<file path="config.mk">
export PLATFORM = sky130hd
export DESIGN_NAME = iz_neuron_scheduler_flat
export DESIGN_NICKNAME = d
export VERILOG_FILES = /design/src/rtl/iz_neuron_scheduler_if.sv /design/src/rtl/iz_neuron_scheduler.sv /design/src/flat_wrapper.sv
export SDC_FILE = /design/constraint.sdc
export NUM_CORES = 1
export LEC_CHECK = 0
export BUFFER_PORTS_ARGS = -buffer_cell sky130_fd_sc_hd__buf_2
export CORE_MARGIN = 1.5
export CORE_UTILIZATION = 45
export CTS_CLUSTER_SIZE = 10
export DETAILED_ROUTE_END_ITERATION = 8
export HOLD_SLACK_MARGIN = 0.06
export PLACE_DENSITY = 0.73
export SYNTH_ARGS = -nofsm -noshare
export SYNTH_HDL_FRONTEND = slang
export SYNTH_SLANG_ARGS = --single-unit
</file>
<file path="constraint.sdc">
create_clock -name clk -period 3.5 [get_ports clk]
set_clock_uncertainty 0.05 [all_clocks]
set_input_delay 0 -clock clk [delete_from_list [all_inputs] [get_ports clk]]
set_output_delay 0 -clock clk [all_outputs]
set_load 0.05 [all_outputs]
</file>
<file path="src/rtl/iz_neuron_scheduler_if.sv">
// Scheduler-side bundle: sweep control, stimulus writes, datapath handshake and status.
// master = scheduler, slave = loader/datapath/host environment.
interface iz_neuron_scheduler_if #(
    parameter int N_NEURONS = 4,
    parameter int IDX_W     = 4
);
    logic                   enable;
    logic                   params_ready;
    logic                   tick;
    logic                   stim_we;
    logic [IDX_W-1:0]       stim_sel;
    logic [7:0]             stim_in;
    logic                   clear_ovr;
    logic                   dp_start;
    logic [IDX_W-1:0]       dp_idx;
    logic signed [15:0]     dp_v;
    logic signed [15:0]     dp_u;
    logic [7:0]             dp_stim;
    logic                   dp_done;
    logic signed [15:0]     dp_v_next;
    logic signed [15:0]     dp_u_next;
    logic                   dp_spike;
    logic                   busy;
    logic                   sweep_done;
    logic [N_NEURONS-1:0]   spike_vec;
    logic                   overrun;

    modport master (
        input  enable, params_ready, tick, stim_we, stim_sel, stim_in, clear_ovr,
        input  dp_done, dp_v_next, dp_u_next, dp_spike,
        output dp_start, dp_idx, dp_v, dp_u, dp_stim,
        output busy, sweep_done, spike_vec, overrun
    );

    modport slave (
        output enable, params_ready, tick, stim_we, stim_sel, stim_in, clear_ovr,
        output dp_done, dp_v_next, dp_u_next, dp_spike,
        input  dp_start, dp_idx, dp_v, dp_u, dp_stim,
        input  busy, sweep_done, spike_vec, overrun
    );
endinterface

</file>
<file path="src/rtl/iz_neuron_scheduler.sv">
// Time-multiplexes one Izhikevich update datapath across N_NEURONS neurons,
// holding per-neuron v/u/stimulus and publishing a spike vector per sweep.
module iz_neuron_scheduler #(
    parameter int          N_NEURONS = 4,
    parameter int          IDX_W     = 4,
    parameter logic [15:0] V_INIT    = 16'hBF00,
    parameter logic [15:0] U_INIT    = 16'hF300
) (
    input logic                   clk,
    input logic                   reset,
    iz_neuron_scheduler_if.master bus
);

    typedef enum logic [1:0] {S_IDLE, S_ISSUE, S_WAIT, S_WB} state_t;
    typedef logic signed [15:0] q88_t;

    state_t                       r_state, w_state_nxt;
    logic [IDX_W-1:0]             r_idx, w_idx_nxt;
    q88_t [N_NEURONS-1:0]         r_v, r_u;
    logic [N_NEURONS-1:0][7:0]    r_stim;
    logic [N_NEURONS-1:0]         r_acc, w_acc_wb, r_spike_vec;
    q88_t                         r_dp_v, r_dp_u, r_res_v, r_res_u;
    logic [7:0]                   r_dp_stim;
    logic                         r_res_spike, r_overrun, r_sweep_done;
    logic                         w_accept, w_load, w_capture, w_wb, w_last, w_busy;
    q88_t                         w_rd_v, w_rd_u;
    logic [7:0]                   w_rd_stim;

    assign w_busy    = (r_state != S_IDLE);
    assign w_last    = (r_idx == IDX_W'(N_NEURONS - 1));
    assign w_capture = (r_state == S_WAIT) && bus.dp_done;
    assign w_wb      = (r_state == S_WB);

    always_comb begin
        w_state_nxt = r_state;
        w_idx_nxt   = r_idx;
        w_accept    = 1'b0;
        w_load      = 1'b0;
        case (r_state)
            S_IDLE: begin
                if (bus.tick && bus.enable && bus.params_ready) begin
                    w_accept    = 1'b1;
                    w_load      = 1'b1;
                    w_idx_nxt   = '0;
                    w_state_nxt = S_ISSUE;
                end
            end
            S_ISSUE: w_state_nxt = S_WAIT;
            S_WAIT:  if (bus.dp_done) w_state_nxt = S_WB;
            S_WB: begin
                if (w_last) begin
                    w_state_nxt = S_IDLE;
                end else begin
                    w_idx_nxt   = r_idx + IDX_W'(1);
                    w_load      = 1'b1;
                    w_state_nxt = S_ISSUE;
                end
            end
            default: w_state_nxt = S_IDLE;
        endcase
    end

    // Operand snapshot for the neuron about to enter ISSUE; index compared rather
    // than used directly because the index range can exceed N_NEURONS.
    always_comb begin
        w_rd_v    = r_v[0];
        w_rd_u    = r_u[0];
        w_rd_stim = r_stim[0];
        w_acc_wb  = r_acc;
        for (int i = 0; i < N_NEURONS; i++) begin
            if (w_idx_nxt == IDX_W'(i)) begin
                w_rd_v    = r_v[i];
                w_rd_u    = r_u[i];
                w_rd_stim = r_stim[i];
            end
            if (r_idx == IDX_W'(i)) w_acc_wb[i] = r_res_spike;
        end
    end

    always_ff @(posedge clk or negedge reset) begin
        if (!reset) begin
            r_state      <= S_IDLE;
            r_idx        <= '0;
            r_acc        <= '0;
            r_spike_vec  <= '0;
            r_overrun    <= 1'b0;
            r_sweep_done <= 1'b0;
        end else begin
            r_state      <= w_state_nxt;
            r_idx        <= w_idx_nxt;
            r_sweep_done <= w_wb && w_last;
            if (w_accept)          r_acc       <= '0;
            else if (w_wb)         r_acc       <= w_acc_wb;
            if (w_wb && w_last)    r_spike_vec <= w_acc_wb;
            // A dropped tick wins over a simultaneous clear.
            if (bus.tick && w_busy) r_overrun  <= 1'b1;
            else if (bus.clear_ovr) r_overrun  <= 1'b0;
        end
    end

    always_ff @(posedge clk or negedge reset) begin
        if (!reset) begin
            r_v         <= {N_NEURONS{V_INIT}};
            r_u         <= {N_NEURONS{U_INIT}};
            r_stim      <= '0;
            r_dp_v      <= V_INIT;
            r_dp_u      <= U_INIT;
            r_dp_stim   <= '0;
            r_res_v     <= '0;
            r_res_u     <= '0;
            r_res_spike <= 1'b0;
        end else begin
            for (int i = 0; i < N_NEURONS; i++) begin
                if (bus.stim_we && bus.stim_sel == IDX_W'(i)) r_stim[i] <= bus.stim_in;
                if (w_wb && r_idx == IDX_W'(i)) begin
                    r_v[i] <= r_res_v;
                    r_u[i] <= r_res_u;
                end
            end
            if (w_load) begin
                r_dp_v    <= w_rd_v;
                r_dp_u    <= w_rd_u;
                r_dp_stim <= w_rd_stim;
            end
            if (w_capture) begin
                r_res_v     <= bus.dp_v_next;
                r_res_u     <= bus.dp_u_next;
                r_res_spike <= bus.dp_spike;
            end
        end
    end

    assign bus.dp_start   = (r_state == S_ISSUE);
    assign bus.dp_idx     = r_idx;
    assign bus.dp_v       = r_dp_v;
    assign bus.dp_u       = r_dp_u;
    assign bus.dp_stim    = r_dp_stim;
    assign bus.busy       = w_busy;
    assign bus.sweep_done = r_sweep_done;
    assign bus.spike_vec  = r_spike_vec;
    assign bus.overrun    = r_overrun;

endmodule

</file>
<file path="src/flat_wrapper.sv">
// flat-port wrapper written by rule: the top's interface ports become plain ports
module iz_neuron_scheduler_flat 
#(
    parameter int          N_NEURONS = 4,
    parameter int          IDX_W     = 4,
    parameter logic [15:0] V_INIT    = 16'hBF00,
    parameter logic [15:0] U_INIT    = 16'hF300
)
  (clk, reset, bus_enable, bus_params_ready, bus_tick, bus_stim_we, bus_stim_sel, bus_stim_in, bus_clear_ovr, bus_dp_done, bus_dp_v_next, bus_dp_u_next, bus_dp_spike, bus_dp_start, bus_dp_idx, bus_dp_v, bus_dp_u, bus_dp_stim, bus_busy, bus_sweep_done, bus_spike_vec, bus_overrun);
  iz_neuron_scheduler_if #(.N_NEURONS(N_NEURONS), .IDX_W(IDX_W)) bus_i ();
  input logic clk;
  input logic reset;
  input wire logic [$bits(bus_i.enable)-1:0] bus_enable;
  input wire logic [$bits(bus_i.params_ready)-1:0] bus_params_ready;
  input wire logic [$bits(bus_i.tick)-1:0] bus_tick;
  input wire logic [$bits(bus_i.stim_we)-1:0] bus_stim_we;
  input wire logic [$bits(bus_i.stim_sel)-1:0] bus_stim_sel;
  input wire logic [$bits(bus_i.stim_in)-1:0] bus_stim_in;
  input wire logic [$bits(bus_i.clear_ovr)-1:0] bus_clear_ovr;
  input wire logic [$bits(bus_i.dp_done)-1:0] bus_dp_done;
  input wire logic [$bits(bus_i.dp_v_next)-1:0] bus_dp_v_next;
  input wire logic [$bits(bus_i.dp_u_next)-1:0] bus_dp_u_next;
  input wire logic [$bits(bus_i.dp_spike)-1:0] bus_dp_spike;
  output wire logic [$bits(bus_i.dp_start)-1:0] bus_dp_start;
  output wire logic [$bits(bus_i.dp_idx)-1:0] bus_dp_idx;
  output wire logic [$bits(bus_i.dp_v)-1:0] bus_dp_v;
  output wire logic [$bits(bus_i.dp_u)-1:0] bus_dp_u;
  output wire logic [$bits(bus_i.dp_stim)-1:0] bus_dp_stim;
  output wire logic [$bits(bus_i.busy)-1:0] bus_busy;
  output wire logic [$bits(bus_i.sweep_done)-1:0] bus_sweep_done;
  output wire logic [$bits(bus_i.spike_vec)-1:0] bus_spike_vec;
  output wire logic [$bits(bus_i.overrun)-1:0] bus_overrun;
  assign bus_i.enable = bus_enable;
  assign bus_i.params_ready = bus_params_ready;
  assign bus_i.tick = bus_tick;
  assign bus_i.stim_we = bus_stim_we;
  assign bus_i.stim_sel = bus_stim_sel;
  assign bus_i.stim_in = bus_stim_in;
  assign bus_i.clear_ovr = bus_clear_ovr;
  assign bus_i.dp_done = bus_dp_done;
  assign bus_i.dp_v_next = bus_dp_v_next;
  assign bus_i.dp_u_next = bus_dp_u_next;
  assign bus_i.dp_spike = bus_dp_spike;
  assign bus_dp_start = bus_i.dp_start;
  assign bus_dp_idx = bus_i.dp_idx;
  assign bus_dp_v = bus_i.dp_v;
  assign bus_dp_u = bus_i.dp_u;
  assign bus_dp_stim = bus_i.dp_stim;
  assign bus_busy = bus_i.busy;
  assign bus_sweep_done = bus_i.sweep_done;
  assign bus_spike_vec = bus_i.spike_vec;
  assign bus_overrun = bus_i.overrun;
  iz_neuron_scheduler #(.N_NEURONS(N_NEURONS), .IDX_W(IDX_W), .V_INIT(V_INIT), .U_INIT(U_INIT)) u_core (.clk(clk), .reset(reset), .bus(bus_i));
endmodule
</file>
# Word level (Yosys, flattened, before mapping)
# Cells that the tools add are included.
# classes
n_addsub,1
n_mux,28
n_eq_ne,14
n_reduce_logical,19
# op_table
op,count
$mux 16,6
$eq 4x2->1 const B,6
$mux 8,3
$mux 4,4
$eq 4x1->1 const B,3
$logic_and 1x1->1,12
$mux 1,10
$logic_not 4->1,2
$pmux 2 s4,1
$pmux 4 s2,1
$reduce_bool 2->1,3
$add 4x1->4 const B,1
$eq 2x2->1 const B,2
$mux 2,2
$eq 2x1->1 const B,1
$logic_not 2->1,1
$ne 2x1->1 const B,1
$ne 2x2->1 const B,1
$pmux 1 s2,1
$reduce_and 2->1,1
# totals
reg_bits,249
inputBits,53

# Longest topological paths before layout
# Gate-level depths: netlist (run 1).
# depth
word_depth,8
ltp_mapped,10

# Worst setup path after synthesis (run 1)
# Ideal clock, no wire load.
# synth_timing
path_type,register to register
start,register u_core.r_idx[1] (netlist: u_core.bus.dp_idx[1])
end,register u_core.r_dp_u[0] (netlist: u_core.bus.dp_u[0])
synth_period_minus_slack_ps,2674
t_arrival_ps,2485
n_path_buf,2
required_ps,3311
path_stages_with_launch,10
setup_time_ps,139
setup_slack_ps,826
path_cell_list,dfrtp_1 > ha_1 > nor4bb_2 > buf_6 > a211oi_4 > mux2_4 > buf_6 > o32a_1 > o22ai_1 > o31ai_2
# synth_between
elab_chain_len,7
# synth_lines
element,line,text
start: declaration,iz_neuron_scheduler.sv:18,"logic [IDX_W-1:0] r_idx, w_idx_nxt;"
start signal: assignment,iz_neuron_scheduler.sv:90,r_idx <= w_idx_nxt;
$add 4x1->4 / $eq 4x2->1 (equally long branches),"iz_neuron_scheduler.sv:54, iz_neuron_scheduler.sv:30",
$mux 4,iz_neuron_scheduler.sv:51,if (w_last) begin
$pmux 4 s2,iz_neuron_scheduler.sv:39,case (r_state)
$eq 4x1->1,iz_neuron_scheduler.sv:71,if (w_idx_nxt == IDX_W'(i)) begin
$mux 16 (3 in a row),iz_neuron_scheduler.sv:71,
end signal: assignment,iz_neuron_scheduler.sv:122,r_dp_u <= w_rd_u;
end: declaration,iz_neuron_scheduler.sv:22,"q88_t r_dp_v, r_dp_u, r_res_v, r_res_u;"
# Parallel ways exist; a longest one is shown, timed or not.
# A chain may end at the register's enable or synchronous reset.

# Worst setup path after layout (run 1)
# layout_timing
start,register u_core.r_state[0]
end,register u_core.r_dp_stim[5] (netlist: u_core.bus.dp_stim[5])
# layout_between
elab_chain_len,6
# layout_lines
element,line,text
start: declaration,iz_neuron_scheduler.sv:17,"state_t r_state, w_state_nxt;"
start signal: assignment,iz_neuron_scheduler.sv:89,r_state <= w_state_nxt;
$eq 2x2->1 / $logic_not 2->1 (equally long branches),iz_neuron_scheduler.sv:39,
$pmux 4 s2,iz_neuron_scheduler.sv:39,
$eq 4x1->1,iz_neuron_scheduler.sv:71,
$mux 8 (3 in a row),iz_neuron_scheduler.sv:71,
end signal: assignment,iz_neuron_scheduler.sv:123,r_dp_stim <= w_rd_stim;
end: declaration,iz_neuron_scheduler.sv:23,logic [7:0] r_dp_stim;
# Parallel ways exist; a longest one is shown, timed or not.

==> flow_metrics.py, run 1 <==
metrics = {
    "worst_setup_path": {
        "crit_chain": "inv_1 -> ha_1 -> nand2b_1 -> nor2_1 -> o2bb2ai_4 -> buf_4 -> o32a_1 -> o22ai_2 -> o31ai_2",
        "worst_ep_required_time_ns": 3.89,
        "critPathMaxStageDelay_ns": 0.46,
        "critPathCaptureType": "flip-flop",
        "worst-setup-path-type": "reg -> reg",
        "cp-start-kind": "flip-flop",
        "r2r_cells": 9,
        "worst-path-max-fanout": 27,
        "critPathSlowestCell": "nor2_1",
        "cp_data_arrival_time_ns": 3.42,
        "r2r_slack_ns": 0.47,
    },
    "timing": {
        "fmax_mhz": 330,
        "hold_viol": 0,
        "finalWorstPathRequiredPeriod_ns": 3.03,
        "setup_viol": 0,
        "tightest_slew_ns": 1.13,
        "finalCritPeriodShare": 0.866,
        "relSlewSlack": 0.248,
        "tns_ns": 0,
        "final-max-slew-violation-count": 0,
        "rsz0062_at_grt": "false",
    },
    "synth": {
        "netlist.area_leader.share": 0.410,
        "ys_ff_latch": 248,
        "synth_cells": 797,
        "yosysSeqAreaShare": 0.564,
        "syn_area_per_cell_sq_um": 14.0,
        "yosysTopAreaCell": "dfrtp_1",
        "yosysUniqueCellTypes": 42,
        "synth_area_sq_mm": 0.0112,
        "syn_nets": 858,
        "yosysWarnings": 0,
        "synth_area_leaders": "dfrtp_1 41%, mux2_2 19%, dfstp_2 15%",
    },
    "route": {
        "firstDrtPassIters": 5,
        "antenna_left": 0,
        "vias": 7179,
        "routed_via_density": 5.59,
        "drtIter0Drc": 362,
        "wl_um": 24300,
        "route.met2.wl_um": 11600,
        "drt_drc_violations_left": 0,
        "drt-met1-wl_um": 11200,
        "met3WireLength_um": 884,
        "wl_per_cell_um": 18.9,
        "top_layer": "met4",
    },
    "clock_tree": {
        "clkSlewWorstSetupHoldPaths_ns": 0.05,
        "htreeDepth": 1,
        "cts_sinks": 248,
        "cts_resized": 0,
        "cts_buffers": 29,
        "tritoncts": "yes",
        "clock_path_buffers": 3,
        "post-cts-setup-buffers": 0,
        "cts_root_buf": "clkbuf_16",
        "clkLatencyLatePin_ns": 0.54,
        "holdBufCountCts": 50,
    },
    "floorplanning": {
        "start_util": 0.459,
        "ioPinCount": 105,
        "core_sq_mm": 0.0243,
        "die_area_sq_mm": 0.0257,
        "die_height_um": 160,
        "rows": 57,
        "die_x_um": 160,
    },
    "layout": {
        "n_antenna_cell": 0,
        "area_growth_pct": 19.4,
        "final_core_util": 0.548,
        "fill_cells": 1986,
        "mostFrequentLayoutCell": "mux2_2",
        "layout-drive-gt1-share": 0.518,
        "final_cell_mix": "193 x mux2_2, 183 x dfrtp_1, 103 x buf_2, 65 x dfstp_2, 50 x dlygate4sd3_1",
        "nets": 1000,
    },
    "placed_design": {
        "gp_congestion": 0.825,
        "numPortBuffers": 104,
        "hpwl_um": 14600,
    },
    "global_route": {
        "grt_usage": 0.193,
        "grt_pass1_wl_um": 40400,
        "grt_max_degree": 100,
        "antenna_found_initial": 0,
        "grt-ovfl-total": 0,
        "first_global_vias": 7454,
    },
    "pwr": {
        "p_leak_nw": 5.79,
        "finalPower_w": 0.0141,
        "peakVddDrop_v": 0.000566,
        "power.density_mw_per_mm2": 1060,
    },
    "job": {
        "drv_cap": 0,
    },
    "min_path": {
        "hold_path.class": "in -> async",
    },
    "run_status": {
        "outcome": "finished, final reports clean",
    },
}
[final timing paths]
check	start	end
min	reset	u_core.bus.dp_v[3]
min reg2reg	u_core.bus.dp_stim[4]	u_core.bus.dp_stim[4]
max	u_core.r_state[0]	u_core.bus.dp_stim[5]
max in group asynchronous	reset	u_core.r_u[57]
min in group clk	bus_enable	u_core.r_acc[1]
max reg2reg	u_core.r_state[0]	u_core.bus.dp_stim[5]
[metrics by stage]
step	cell area (sq um)	instances	hold WS [ns]	worst slack [ns]
floorplan	11200	797	-0.346	0.826
global placement	12000	1182	0.0298	0.607
detailed placement	12000	1182	0.0211	0.497
CTS	13300	1285	0.0609	0.475
global route	13300	1285	0.0878	0.332
finish	13300	1285	0.0197	0.469
[power by group]
group | switching [W] | total, W | internal (W)
combinational | 0.00351 | 0.00619 | 0.00268
clock | 0.00109 | 0.00270 | 0.00160
sequential | 0.000861 | 0.00523 | 0.00437
[cell usage after synthesis, drive strengths merged]
master / n
a211oi: 2
a21o: 1
a21oi: 10
a22o: 1
a31oi: 1
a32oi: 1
and3: 3
buf: 34
clkbuf: 25
dfrtp: 183
dfstp: 65
ha: 8
inv: 11
mux2: 194
mux2i: 6
nand2: 50
nand2b: 1
nand3: 4
nand4: 2
nor2: 16
nor2b: 3
nor3: 42
nor3b: 2
nor4bb: 1
o211ai: 2
o21ai: 4
o22ai: 40
o2bb2ai: 1
o31ai: 40
o32a: 41
or2: 1
or3b: 1
or4: 1
[flip-flops by register name, summed over array words and instances, names as in the netlist, 3 cells and up]
signal	count
u_core.bus.dp_idx	4
u_core.r_u	64
u_core.r_res_u	16
u_core.bus.dp_stim	8
u_core.r_stim	32
u_core.r_res_v	16
u_core.bus.spike_vec	4
u_core.r_acc	3
u_core.bus.dp_v	16
u_core.bus.dp_u	16
u_core.r_v	64
[area by class of cell]
class	count	area (sq um)	share of cell area
clock buffer	52	842	0.0632
clock inverter	1	8.76	0.000657
inverter	11	41.3	0.00310
multi-input combinational	479	4540	0.341
sequential	248	6290	0.472
tap	324	405	0.0304
timing repair buffer	170	1200	0.0901
[routing by layer]
metal / track usage / vias to the layer above
met5: 0 / -
met3: 0.0279 / 50
met4: 0.0544 / 0
li1: - / 3253
met2: 0.318 / 152
met1: 0.266 / 3724
[cell families (layout without fill, tap and decap cells)]
logic type | after synthesis | after routing | synth area share
fa+ha+maj | 8 | 8 | 0.00897
buf+inv | 70 | 234 | 0.0350
flops | 248 | 248 | 0.564
simple gates | 127 | 127 | 0.0541
mux | 200 | 200 | 0.202
compound gates | 144 | 144 | 0.137
[critical path, delay by kind of cell, from the launching register on]
family / cells / cell delay (ns)
buf+inv: 2 / 0.47
compound gates: 4 / 0.90
simple gates: 2 / 0.69
flops: 1 / 0.43
fa+ha+maj: 1 / 0.40
Power figures use the tool's default switching activity.
==> inputs of run 2 (changes only) <==
CELL_PAD_IN_SITES_DETAIL_PLACEMENT = 0   (was not set)
CELL_PAD_IN_SITES_GLOBAL_PLACEMENT = 1   (was not set)
CTS_CLUSTER_DIAMETER = 200   (was not set)
PLACE_DENSITY = 0.84   (was 0.73)
==> flow_metrics.py, run 2 (synthesis gave the netlist of run 1 again) <==
metrics = {
    "pwr": {
        "p_leak_nw": 5.80,
        "power.density_mw_per_mm2": 1060,
        "peakVddDrop_v": 0.000614,
    },
    "route": {
        "routed_via_density": 5.55,
        "vias": 7142,
        "drtIter0Drc": 347,
        "wl_um": 24900,
        "firstDrtPassIters": 4,
        "wl_per_cell_um": 19.3,
        "drt_drc_violations_left": 0,
        "antenna_left": 0,
    },
    "worst_setup_path": {
        "crit_chain": "ha_1 -> nor4bb_4 -> a211oi_4 -> nand2_1 -> a32oi_4 -> buf_12 -> nor3_1 -> o31ai_2",
        "critPathMaxStageDelay_ns": 0.81,
        "critPathCaptureType": "flip-flop",
        "r2r_cells": 8,
        "critPathSlowestCell": "a32oi_4",
        "worst_ep_required_time_ns": 3.89,
        "cp_data_arrival_time_ns": 3.48,
        "worst-path-max-fanout": 21,
        "worst-setup-path-type": "reg -> reg",
        "cp-start-kind": "flip-flop",
    },
    "timing": {
        "finalCritPeriodShare": 0.883,
        "hold_viol": 0,
        "fmax_mhz": 324,
        "rsz0062_at_grt": "false",
        "relSlewSlack": 0.315,
        "finalWorstPathRequiredPeriod_ns": 3.09,
        "setup_viol": 0,
        "tightest_slew_ns": 1.02,
        "final-max-slew-violation-count": 0,
        "tns_ns": 0,
    },
    "min_path": {
        "holdPathStages": 5,
        "hold_path.class": "in -> reg",
    },
    "clock_tree": {
        "clock_path_buffers": 3,
        "cts_resized": 0,
        "cts_root_buf": "clkbuf_16",
        "htreeDepth": 1,
        "post-cts-setup-buffers": 0,
        "clkLatencyLatePin_ns": 0.53,
        "clkSlewWorstSetupHoldPaths_ns": 0.06,
        "tritoncts": "yes",
        "cts_sinks": 248,
        "cts_buffers": 28,
    },
    "global_route": {
        "first_global_vias": 7604,
        "grt_usage": 0.198,
        "grt_max_degree": 130,
        "grt-ovfl-total": 0,
        "antenna_found_initial": 0,
        "grt_pass1_wl_um": 40900,
    },
    "placed_design": {
        "hpwl_um": 14600,
        "gp_congestion": 0.786,
        "placed_area_sq_mm": 0.0120,
        "numPortBuffers": 104,
    },
    "layout": {
        "nets": 1002,
        "postLayoutCellArea_sq_mm": 0.0133,
        "layout-drive-gt1-share": 0.518,
        "n_antenna_cell": 0,
        "fill_cells": 2026,
        "top_regs": "u_core.r_u: 64 flops, u_core.r_v: 64 flops, u_core.r_stim: 32 flops",
        "final_cell_mix": "193 x mux2_2, 183 x dfrtp_1, 103 x buf_2, 65 x dfstp_2",
        "area_growth_pct": 19.6,
        "mostFrequentLayoutCell": "mux2_2",
    },
    "floorplanning": {
        "rows": 57,
        "die_height_um": 160,
        "core_sq_mm": 0.0243,
        "start_util": 0.459,
        "die_x_um": 160,
        "ioPinCount": 105,
        "die_area_sq_mm": 0.0257,
    },
    "run_status": {
        "outcome": "finished, final reports clean",
    },
    "job": {
        "drv_cap": 0,
    },
}
run 2: final timing paths:
kind                                          to             startpoint  slack (ns)
hold reg to reg            u_core.bus.dp_stim[1]  u_core.bus.dp_stim[1]        0.42
max in group asynchronous         u_core.r_u[45]                  reset        2.19
min in group asynchronous      u_core.r_res_v[9]                  reset        0.11
hold / removal                 u_core.r_state[0]             bus_enable        0.08
setup reg to reg              u_core.bus.dp_u[0]      u_core.r_state[0]        0.41
setup / recovery              u_core.bus.dp_u[0]      u_core.r_state[0]        0.41
run 2: metal layers:
layer | track usage | routed length, um | vias up
met5 | 0 | 0 | -
met4 | 0.0480 | 484 | 0
met1 | 0.263 | 11100 | 3700
li1 | - | - | 3264
met2 | 0.339 | 12400 | 136
met3 | 0.0323 | 895 | 42
run 2: stage by stage:
| step | utilization | instances | power (W) | setup slack, ns | hold WS [ns] |
|---|---|---|---|---|---|
| global route | 0.549 | 1287 | 0.0150 | 0.220 | 0.118 |
| detailed placement | 0.495 | 1186 | 0.0116 | 0.437 | 0.124 |
| CTS | 0.549 | 1287 | 0.0143 | 0.412 | 0.0808 |
| floorplan | - | 797 | 0.0100 | 0.826 | -0.346 |
| finish | 0.549 | 1287 | 0.0142 | 0.411 | 0.0751 |
| global placement | 0.495 | 1186 | 0.0114 | 0.498 | 0.126 |
run 2: area by class of cell:
class,count,area (sq um),share of cell area
flip-flops and latches,248,6290,0.471
repair buffers,173,1250,0.0934
clock buffers,52,822,0.0616
inverters,11,41.3,0.00310
well taps,324,405,0.0304
multi-input cells,479,4540,0.340
run 2: timing repair:
| action | in CTS | in global routing |
|---|---|---|
| hold buffers | 49 | 0 |
| endpoints found under the setup margin | 0 | 0 |
| endpoints found under the hold margin | 191 | 0 |
run 2: worst max-delay path: cells and delay by family (launching register included):
family / cells / cell delay (ns)
and+or+nand+nor: 3 / 0.45
AOI/OAI and AO/OA: 3 / 1.48
DFF: 1 / 0.43
adders and majority gates: 1 / 0.31
buffers and inverters: 1 / 0.27
run 2: power by group:
group	leakage (nW)	switching, W	total (W)	internal (W)
sequential	2.95	0.000839	0.00521	0.00437
combinational	2.45	0.00356	0.00633	0.00277
clock	0.391	0.00110	0.00266	0.00156
total	5.80	0.00550	0.0142	0.00869
